`src/rtl/multdiv.sv`:
```
// multdiv: iterative signed multiplier / divider for the execute stage.
//   Multiply: radix-2 Booth, one step per cycle over a 2*WIDTH+1 product register.
//   Divide:   restoring division on operand magnitudes, one quotient bit per cycle,
//             with the sign fixed up at the end.
// Ports:
//   clock           rising-edge clock
//   reset           asynchronous active-low reset
//   data_operandA   multiplicand / dividend (two's complement)
//   data_operandB   multiplier / divisor (two's complement)
//   ctrl_MULT       start-multiply pulse (wins over ctrl_DIV)
//   ctrl_DIV        start-divide pulse
//   data_result     low WIDTH bits of product, or quotient truncated toward zero
//   data_exception  multiply overflow, divide-by-zero or divide overflow
//   data_resultRDY  one-cycle strobe: result/exception valid
//   busy            operation in flight (pipeline stall request)
module multdiv #(
  parameter int WIDTH = 32,
  parameter int CNT_W = 6
) (
  input  logic             clock,
  input  logic             reset,
  input  logic [WIDTH-1:0] data_operandA,
  input  logic [WIDTH-1:0] data_operandB,
  input  logic             ctrl_MULT,
  input  logic             ctrl_DIV,
  output logic [WIDTH-1:0] data_result,
  output logic             data_exception,
  output logic             data_resultRDY,
  output logic             busy
);

  typedef enum logic [1:0] {
    S_IDLE = 2'd0,
    S_MUL  = 2'd1,
    S_DIV  = 2'd2,
    S_DONE = 2'd3
  } state_t;

  localparam logic [WIDTH-1:0] ZERO_W  = {WIDTH{1'b0}};
  localparam logic [WIDTH-1:0] ONE_W   = {{(WIDTH-1){1'b0}}, 1'b1};
  localparam logic [WIDTH-1:0] ONES_W  = {WIDTH{1'b1}};
  localparam logic [WIDTH-1:0] MIN_W   = {1'b1, {(WIDTH-1){1'b0}}};
  localparam logic [CNT_W-1:0] LAST_IT = CNT_W'(WIDTH - 1);
  localparam logic [CNT_W-1:0] ONE_C   = {{(CNT_W-1){1'b0}}, 1'b1};

  // Two's complement negate; magnitude of MIN_W stays MIN_W, which is
  // exactly 2^(WIDTH-1) when read as unsigned.
  function automatic logic [WIDTH-1:0] negate(input logic [WIDTH-1:0] v);
    negate = ~v + ONE_W;
  endfunction

  function automatic logic [WIDTH-1:0] magnitude(input logic [WIDTH-1:0] v);
    magnitude = v[WIDTH-1] ? negate(v) : v;
  endfunction

  state_t             state, state_next;
  logic [CNT_W-1:0]   counter;
  logic [WIDTH-1:0]   mcand;
  logic [2*WIDTH:0]   prod;
  logic [WIDTH-1:0]   rem;
  logic [WIDTH-1:0]   quo;
  logic [WIDTH-1:0]   dvsr;
  logic               op_div;
  logic               q_neg;
  logic               div_zero;
  logic               div_ovf;

  logic               start;
  logic               start_div;
  logic [WIDTH:0]     booth_sum;
  logic [2*WIDTH:0]   prod_step;
  logic [WIDTH:0]     div_shift;
  logic [WIDTH:0]     div_diff;
  logic [WIDTH-1:0]   rem_step;
  logic [WIDTH-1:0]   quo_step;
  logic [WIDTH-1:0]   result_next;
  logic               exc_next;
  logic               rdy_next;
  logic               busy_next;
  logic [WIDTH:0]     prod_top;

  assign start     = ctrl_MULT | ctrl_DIV;
  assign start_div = ctrl_DIV & ~ctrl_MULT;

  // Booth step: add/subtract in WIDTH+1 bits so that subtracting MIN_W keeps
  // its true sign, then arithmetic shift right across the whole register.
  always_comb begin
    booth_sum = {prod[2*WIDTH], prod[2*WIDTH:WIDTH+1]};
    case (prod[1:0])
      2'b01:   booth_sum = {prod[2*WIDTH], prod[2*WIDTH:WIDTH+1]} + {mcand[WIDTH-1], mcand};
      2'b10:   booth_sum = {prod[2*WIDTH], prod[2*WIDTH:WIDTH+1]} - {mcand[WIDTH-1], mcand};
      default: booth_sum = {prod[2*WIDTH], prod[2*WIDTH:WIDTH+1]};
    endcase
    prod_step = {booth_sum, prod[WIDTH:1]};
  end

  // Restoring divide step: shift in the next dividend bit, keep the
  // difference only when it did not go negative.
  always_comb begin
    div_shift = {rem, quo[WIDTH-1]};
    div_diff  = div_shift - {1'b0, dvsr};
    if (div_diff[WIDTH]) begin
      rem_step = div_shift[WIDTH-1:0];
    end else begin
      rem_step = div_diff[WIDTH-1:0];
    end
    quo_step = {quo[WIDTH-2:0], ~div_diff[WIDTH]};
  end

  // State register.
  always_ff @(posedge clock or negedge reset) begin
    if (!reset) begin
      state <= S_IDLE;
    end else begin
      state <= state_next;
    end
  end

  // Next-state logic; a start pulse restarts from any state. The DONE cycle
  // is where the final value is formed; the strobe is registered out of it.
  always_comb begin
    state_next = state;
    if (start) begin
      state_next = ctrl_MULT ? S_MUL : S_DIV;
    end else begin
      case (state)
        S_IDLE:  state_next = S_IDLE;
        S_MUL:   state_next = (counter == LAST_IT) ? S_DONE : S_MUL;
        S_DIV:   state_next = (div_zero || (counter == LAST_IT)) ? S_DONE : S_DIV;
        S_DONE:  state_next = S_IDLE;
        default: state_next = S_IDLE;
      endcase
    end
  end

  // Datapath: operand capture on start, one iteration per cycle otherwise.
  always_ff @(posedge clock or negedge reset) begin
    if (!reset) begin
      counter  <= '0;
      mcand    <= '0;
      prod     <= '0;
      rem      <= '0;
      quo      <= '0;
      dvsr     <= '0;
      op_div   <= 1'b0;
      q_neg    <= 1'b0;
      div_zero <= 1'b0;
      div_ovf  <= 1'b0;
    end else if (start) begin
      counter  <= '0;
      mcand    <= data_operandA;
      prod     <= {ZERO_W, data_operandB, 1'b0};
      rem      <= ZERO_W;
      quo      <= magnitude(data_operandA);
      dvsr     <= magnitude(data_operandB);
      op_div   <= start_div;
      q_neg    <= data_operandA[WIDTH-1] ^ data_operandB[WIDTH-1];
      div_zero <= (data_operandB == ZERO_W);
      div_ovf  <= (data_operandA == MIN_W) && (data_operandB == ONES_W);
    end else if (state == S_MUL) begin
      prod    <= prod_step;
      counter <= counter + ONE_C;
    end else if ((state == S_DIV) && !div_zero) begin
      rem     <= rem_step;
      quo     <= quo_step;
      counter <= counter + ONE_C;
    end else begin
      counter <= counter;
    end
  end

  assign prod_top = prod[2*WIDTH:WIDTH];

  // Output logic: final result in DONE, otherwise hold the last completion.
  always_comb begin
    result_next = data_result;
    exc_next    = data_exception;
    rdy_next    = 1'b0;
    busy_next   = start | (state == S_MUL) | (state == S_DIV);
    if (state == S_DONE) begin
      rdy_next = 1'b1;
      if (!op_div) begin
        result_next = prod[WIDTH:1];
        exc_next    = !((prod_top == {(WIDTH+1){1'b0}}) || (prod_top == {(WIDTH+1){1'b1}}));
      end else if (div_zero) begin
        result_next = ZERO_W;
        exc_next    = 1'b1;
      end else begin
        result_next = q_neg ? negate(quo) : quo;
        exc_next    = div_ovf;
      end
    end else begin
      rdy_next = 1'b0;
    end
  end

  // Registered outputs.
  always_ff @(posedge clock or negedge reset) begin
    if (!reset) begin
      data_result    <= '0;
      data_exception <= 1'b0;
      data_resultRDY <= 1'b0;
      busy           <= 1'b0;
    end else begin
      data_result    <= result_next;
      data_exception <= exc_next;
      data_resultRDY <= rdy_next;
      busy           <= busy_next;
    end
  end

endmodule

```
`config.mk`:
```
export PLATFORM = sky130hd
export DESIGN_NAME = multdiv
export DESIGN_NICKNAME = d
export VERILOG_FILES = /design/src/rtl/multdiv.sv
export SDC_FILE = /design/constraint.sdc
export NUM_CORES = 1
export LEC_CHECK = 0
export BUFFER_PORTS_ARGS = -buffer_cell sky130_fd_sc_hd__buf_4
export CAP_MARGIN = 5
export CORE_MARGIN = 2
export CORE_UTILIZATION = 45
export CTS_CLUSTER_DIAMETER = 40
export DETAILED_ROUTE_END_ITERATION = 10
export SLEW_MARGIN = 0
export SYNTH_ARGS = -nofsm -noshare
export SYNTH_HDL_FRONTEND = slang
export SYNTH_SLANG_ARGS = --single-unit
```
`constraint.sdc`:
```
create_clock -name clock -period 5 [get_ports clock]
set_input_delay 1 -clock clock [delete_from_list [all_inputs] [get_ports clock]]
set_output_delay 1 -clock clock [all_outputs]
set_load 0.02 [all_outputs]
```
==> metrics.md <==
| Metric | Value |
|---|---|
| Outcome | completed |
| Ports | 103 |
| Worst slack, placed | 0.365 ns |
| Share of cells above drive strength 1 | 0.109 |
| ANT nets after route | 0 |
| Final HPWL DP | 35.8 mm |
| Clk Tree Root Cell | clkbuf_16 |
| Via count | 15.5k |
| Wire length per cell | 18.9 um |
| Final GP Congestion | 0.892 |
| Pwr/cell area | 364 nW/um^2 |
| Seq cells post-synth | 240 |
| Fin util | 0.530 |
| First-pass GRT wire length | 80.8 mm |
| CTS tree | yes |
| Final Cycle Share | 0.914 |
| Final WS setup | 0.428 ns |
| Initial Util | 0.456 |
| Synth Area in Compound Gates | 0.222 |
| RSZ-0062 raised after global routing | no |
| CP Data Arrival Time | 5.05 ns |
| Syn_nets | 2231 |
| # DRC | 0 |
| Post-synthesis mux area share | 0.0194 |
| Area of the mapped netlist | 16700 um^2 |
| Max-cap violations | 0 |
| Initial DRC count | 1260 |
| VDD IR max | 0.256 mV |
| CTS Buf Count | 44 |
| Setup_tns | 0 ns |
| Setup crit start kind | flip-flop |
| Worst path required time | 5.47 ns |
| Post-CTS setup buffer count | 0 |
| Routed WL | 49.9 mm |
| Die area | 38600 um^2 |
| Largest family of logic cells by synthesized area | compound AO/OA/AOI/OAI gates |
| Post-placement cell area | 17800 um^2 |
| Die X-Extent | 196 um |
| Core Rows | 70 |
| Crit Path Max Fanout | 6 |
| Max-slew headroom | 0.328 |
| Adder-Cell Fraction of Synth Area | 0.0565 |
| Final Max Tran Viols | 0 |
| IO buf count | 102 |
| Grt ovf | 0 |
| Peak Freq | 0.219 GHz |
| Worst setup path class | flip-flop to flip-flop |
| Initial antenna violation count | 2 |
| Worst slew pin tran | 0.983 ns |
| Post-Synth Simple-Gate Area | 0.208 |
| Post-cts sizing count | 0 |
| Final setup fails | 0 |
| Die H | 196 um |
| Clock latency on the worst-skew pair | 0.57 ns |
| Seq/Total Area, Yosys | 0.360 |
| Cell area after layout | 19400 um^2 |
| Final Total Pwr | 7.05 mW |
| Router iterations before antenna repair | 8 |
| Worst hold path type | flip-flop to flip-flop |
| Hold Slack | 0.476 ns |
| Top FF cell, synth | dfrtp_1 |
| Finished Layout Cells | 2648 |
| CTS sink count | 240 |
| Htree depth | 2 |
| Largest net degree at the start of global routing | 115 |
| Clock Skews | 0.0323 ns |
| Post-synth EDFFs | 0 |
| Layout Nets | 2285 |
| Mapped Cells | 2089 |
| Final-report hold violation count | 0 |
| Asr flop ratio synth | 1.00 |
| CORE AREA | 36500 um^2 |
| Hold Buf Count CTS | 0 |
| Post-Synth XOR/XNOR Area | 0.0904 |
| Crit path capture type | flip-flop |
| Leakage | 8.43 nW |
| Vias in the first global route | 14.9k |
| GRT Util Overall | 0.262 |
| Clock Path Buffers | 3 |
| Cell count after placement | 2565 |
| Clock-pin slew on the worst setup and hold paths | 0.05 ns |
| Yosys warns | 0 |
| Synth-to-layout area growth | 16.2% |
| Syn Area/Cell | 7.98 um^2 |
| Vias per inst | 5.86 |
| Distinct cells, synth | 59 |
| Post-layout min period | 4.57 ns |
## Yosys cell counts, types with 22 or more instances
| cell type | n | area (um^2) |
|---|---|---|
| or3_1 | 26 | 163 |
| nor4_1 | 22 | 138 |
| inv_1 | 68 | 255 |
| a21oi_1 | 182 | 911 |
| nand2_1 | 348 | 1310 |
| clkbuf_1 | 110 | 413 |
| nand4_1 | 27 | 169 |
| ha_1 | 72 | 901 |
| o21ai_0 | 163 | 816 |
| a22oi_1 | 22 | 165 |
| nor2_1 | 193 | 724 |
| a21o_1 | 27 | 203 |
| nor3_1 | 28 | 140 |
| xnor2_1 | 109 | 955 |
| dfrtp_1 | 240 | 6010 |
| mux2i_1 | 29 | 290 |
| a31oi_1 | 69 | 432 |
| xor2_1 | 63 | 552 |
| nand3_1 | 30 | 150 |
| o31ai_1 | 28 | 210 |
## worst max-delay path: stages, from the launching register on
cell	delay [ns]
dfrtp_1	0.42
or4_1	0.61
nor4_1	0.33
buf_4	0.19
a21oi_1	0.07
xnor2_1	0.15
ha_1	0.40
and3_1	0.20
o211ai_1	0.09
a2111oi_0	0.64
a21oi_1	0.15
a21o_1	0.26
o211ai_1	0.30
a31o_2	0.21
mux2_2	0.33
nor2_1	0.10
## final timing paths
| check | from | endpoint | slack [ns] | cells past startpoint |
|---|---|---|---|---|
| worst min-delay path | dvsr[7]$_DFFE_PN0N_ | dvsr[7]$_DFFE_PN0N_ | 0.48 | 2 |
| worst max-delay path | mcand[5]$_DFFE_PN0N_ | prod[63]$_DFFE_PN0P_ | 0.43 | 15 |
| max in group asynchronous | reset | prod[19]$_DFFE_PN0P_ | 3.44 | 2 |
| worst min register to register | dvsr[7]$_DFFE_PN0N_ | dvsr[7]$_DFFE_PN0N_ | 0.48 | 2 |
| worst max register to register | mcand[5]$_DFFE_PN0N_ | prod[63]$_DFFE_PN0P_ | 0.43 | 15 |
| min in group asynchronous | reset | rem[22]$_DFFE_PN0P_ | 0.52 | 1 |
## registers in the layout, summed over array words and instances (netlist names), 2 cells and up
name and cells:
prod 65, data_result 32, dvsr 32, mcand 32
quo 32, rem 32, counter 6, state 2
## power breakdown
group / total (mW) / leakage [nW] / internal (mW) / switching, mW
logic: 1.70 / 4.76 / 0.679 / 1.02
registers: 2.35 / 2.94 / 2.14 / 0.207
clock network: 3.00 / 0.717 / 1.93 / 1.06
## layout make-up
| class | count | area (um^2) |
|---|---|---|
| Sequential cell | 240 | 6010 |
| Antenna cell | 3 | 7.51 |
| Tap cell | 468 | 586 |
| Fill cell | 3448 | 17200 |
| Clock buffer | 56 | 1220 |
| Inverter | 68 | 255 |
| Timing Repair Buffer | 129 | 1010 |
| Clock inverter | 24 | 270 |
| Multi-Input combinational cell | 1660 | 10000 |
## cell families after synthesis
| logic type | after synthesis |
|---|---|
| AOI/OAI and AO/OA | 611 |
| xor gates and xnor gates | 172 |
| adders and majority gates | 74 |
| buffers and inverters | 189 |
| DFF | 240 |
| muxes | 32 |
| and+or+nand+nor | 771 |
## placed cells by master, fill, tap and decap left out, types with 7 or more instances in the layout
cell type / n
o21ai_0: 163
o31ai_1: 28
xnor2_1: 108
dfrtp_1: 240
o41ai_1: 10
or2_2: 10
a311oi_1: 7
nor2_1: 191
a211oi_1: 19
nand4_1: 27
nor3_1: 27
nor2b_1: 11
ha_1: 72
a22oi_1: 22
nand2_1: 348
clkbuf_16: 45
or4_1: 20
mux2i_1: 29
o21a_1: 11
o21bai_1: 12
nand3_1: 30
buf_4: 125
inv_1: 68
or3_1: 26
xor2_1: 63
a31oi_1: 69
and3_1: 15
o211ai_1: 18
a21oi_1: 182
nand2b_1: 16
a21o_1: 27
nor4_1: 21
## routing by layer
layer / wire length [um] / vias up / track usage
met5: 0 / - / 0
met4: 1360 / 0 / 0.0889
met3: 2980 / 83 / 0.0465
met2: 21700 / 429 / 0.392
met1: 23900 / 7456 / 0.381
li1: - / 7546 / -
Note: power is estimated with default switching activity, not from simulation.
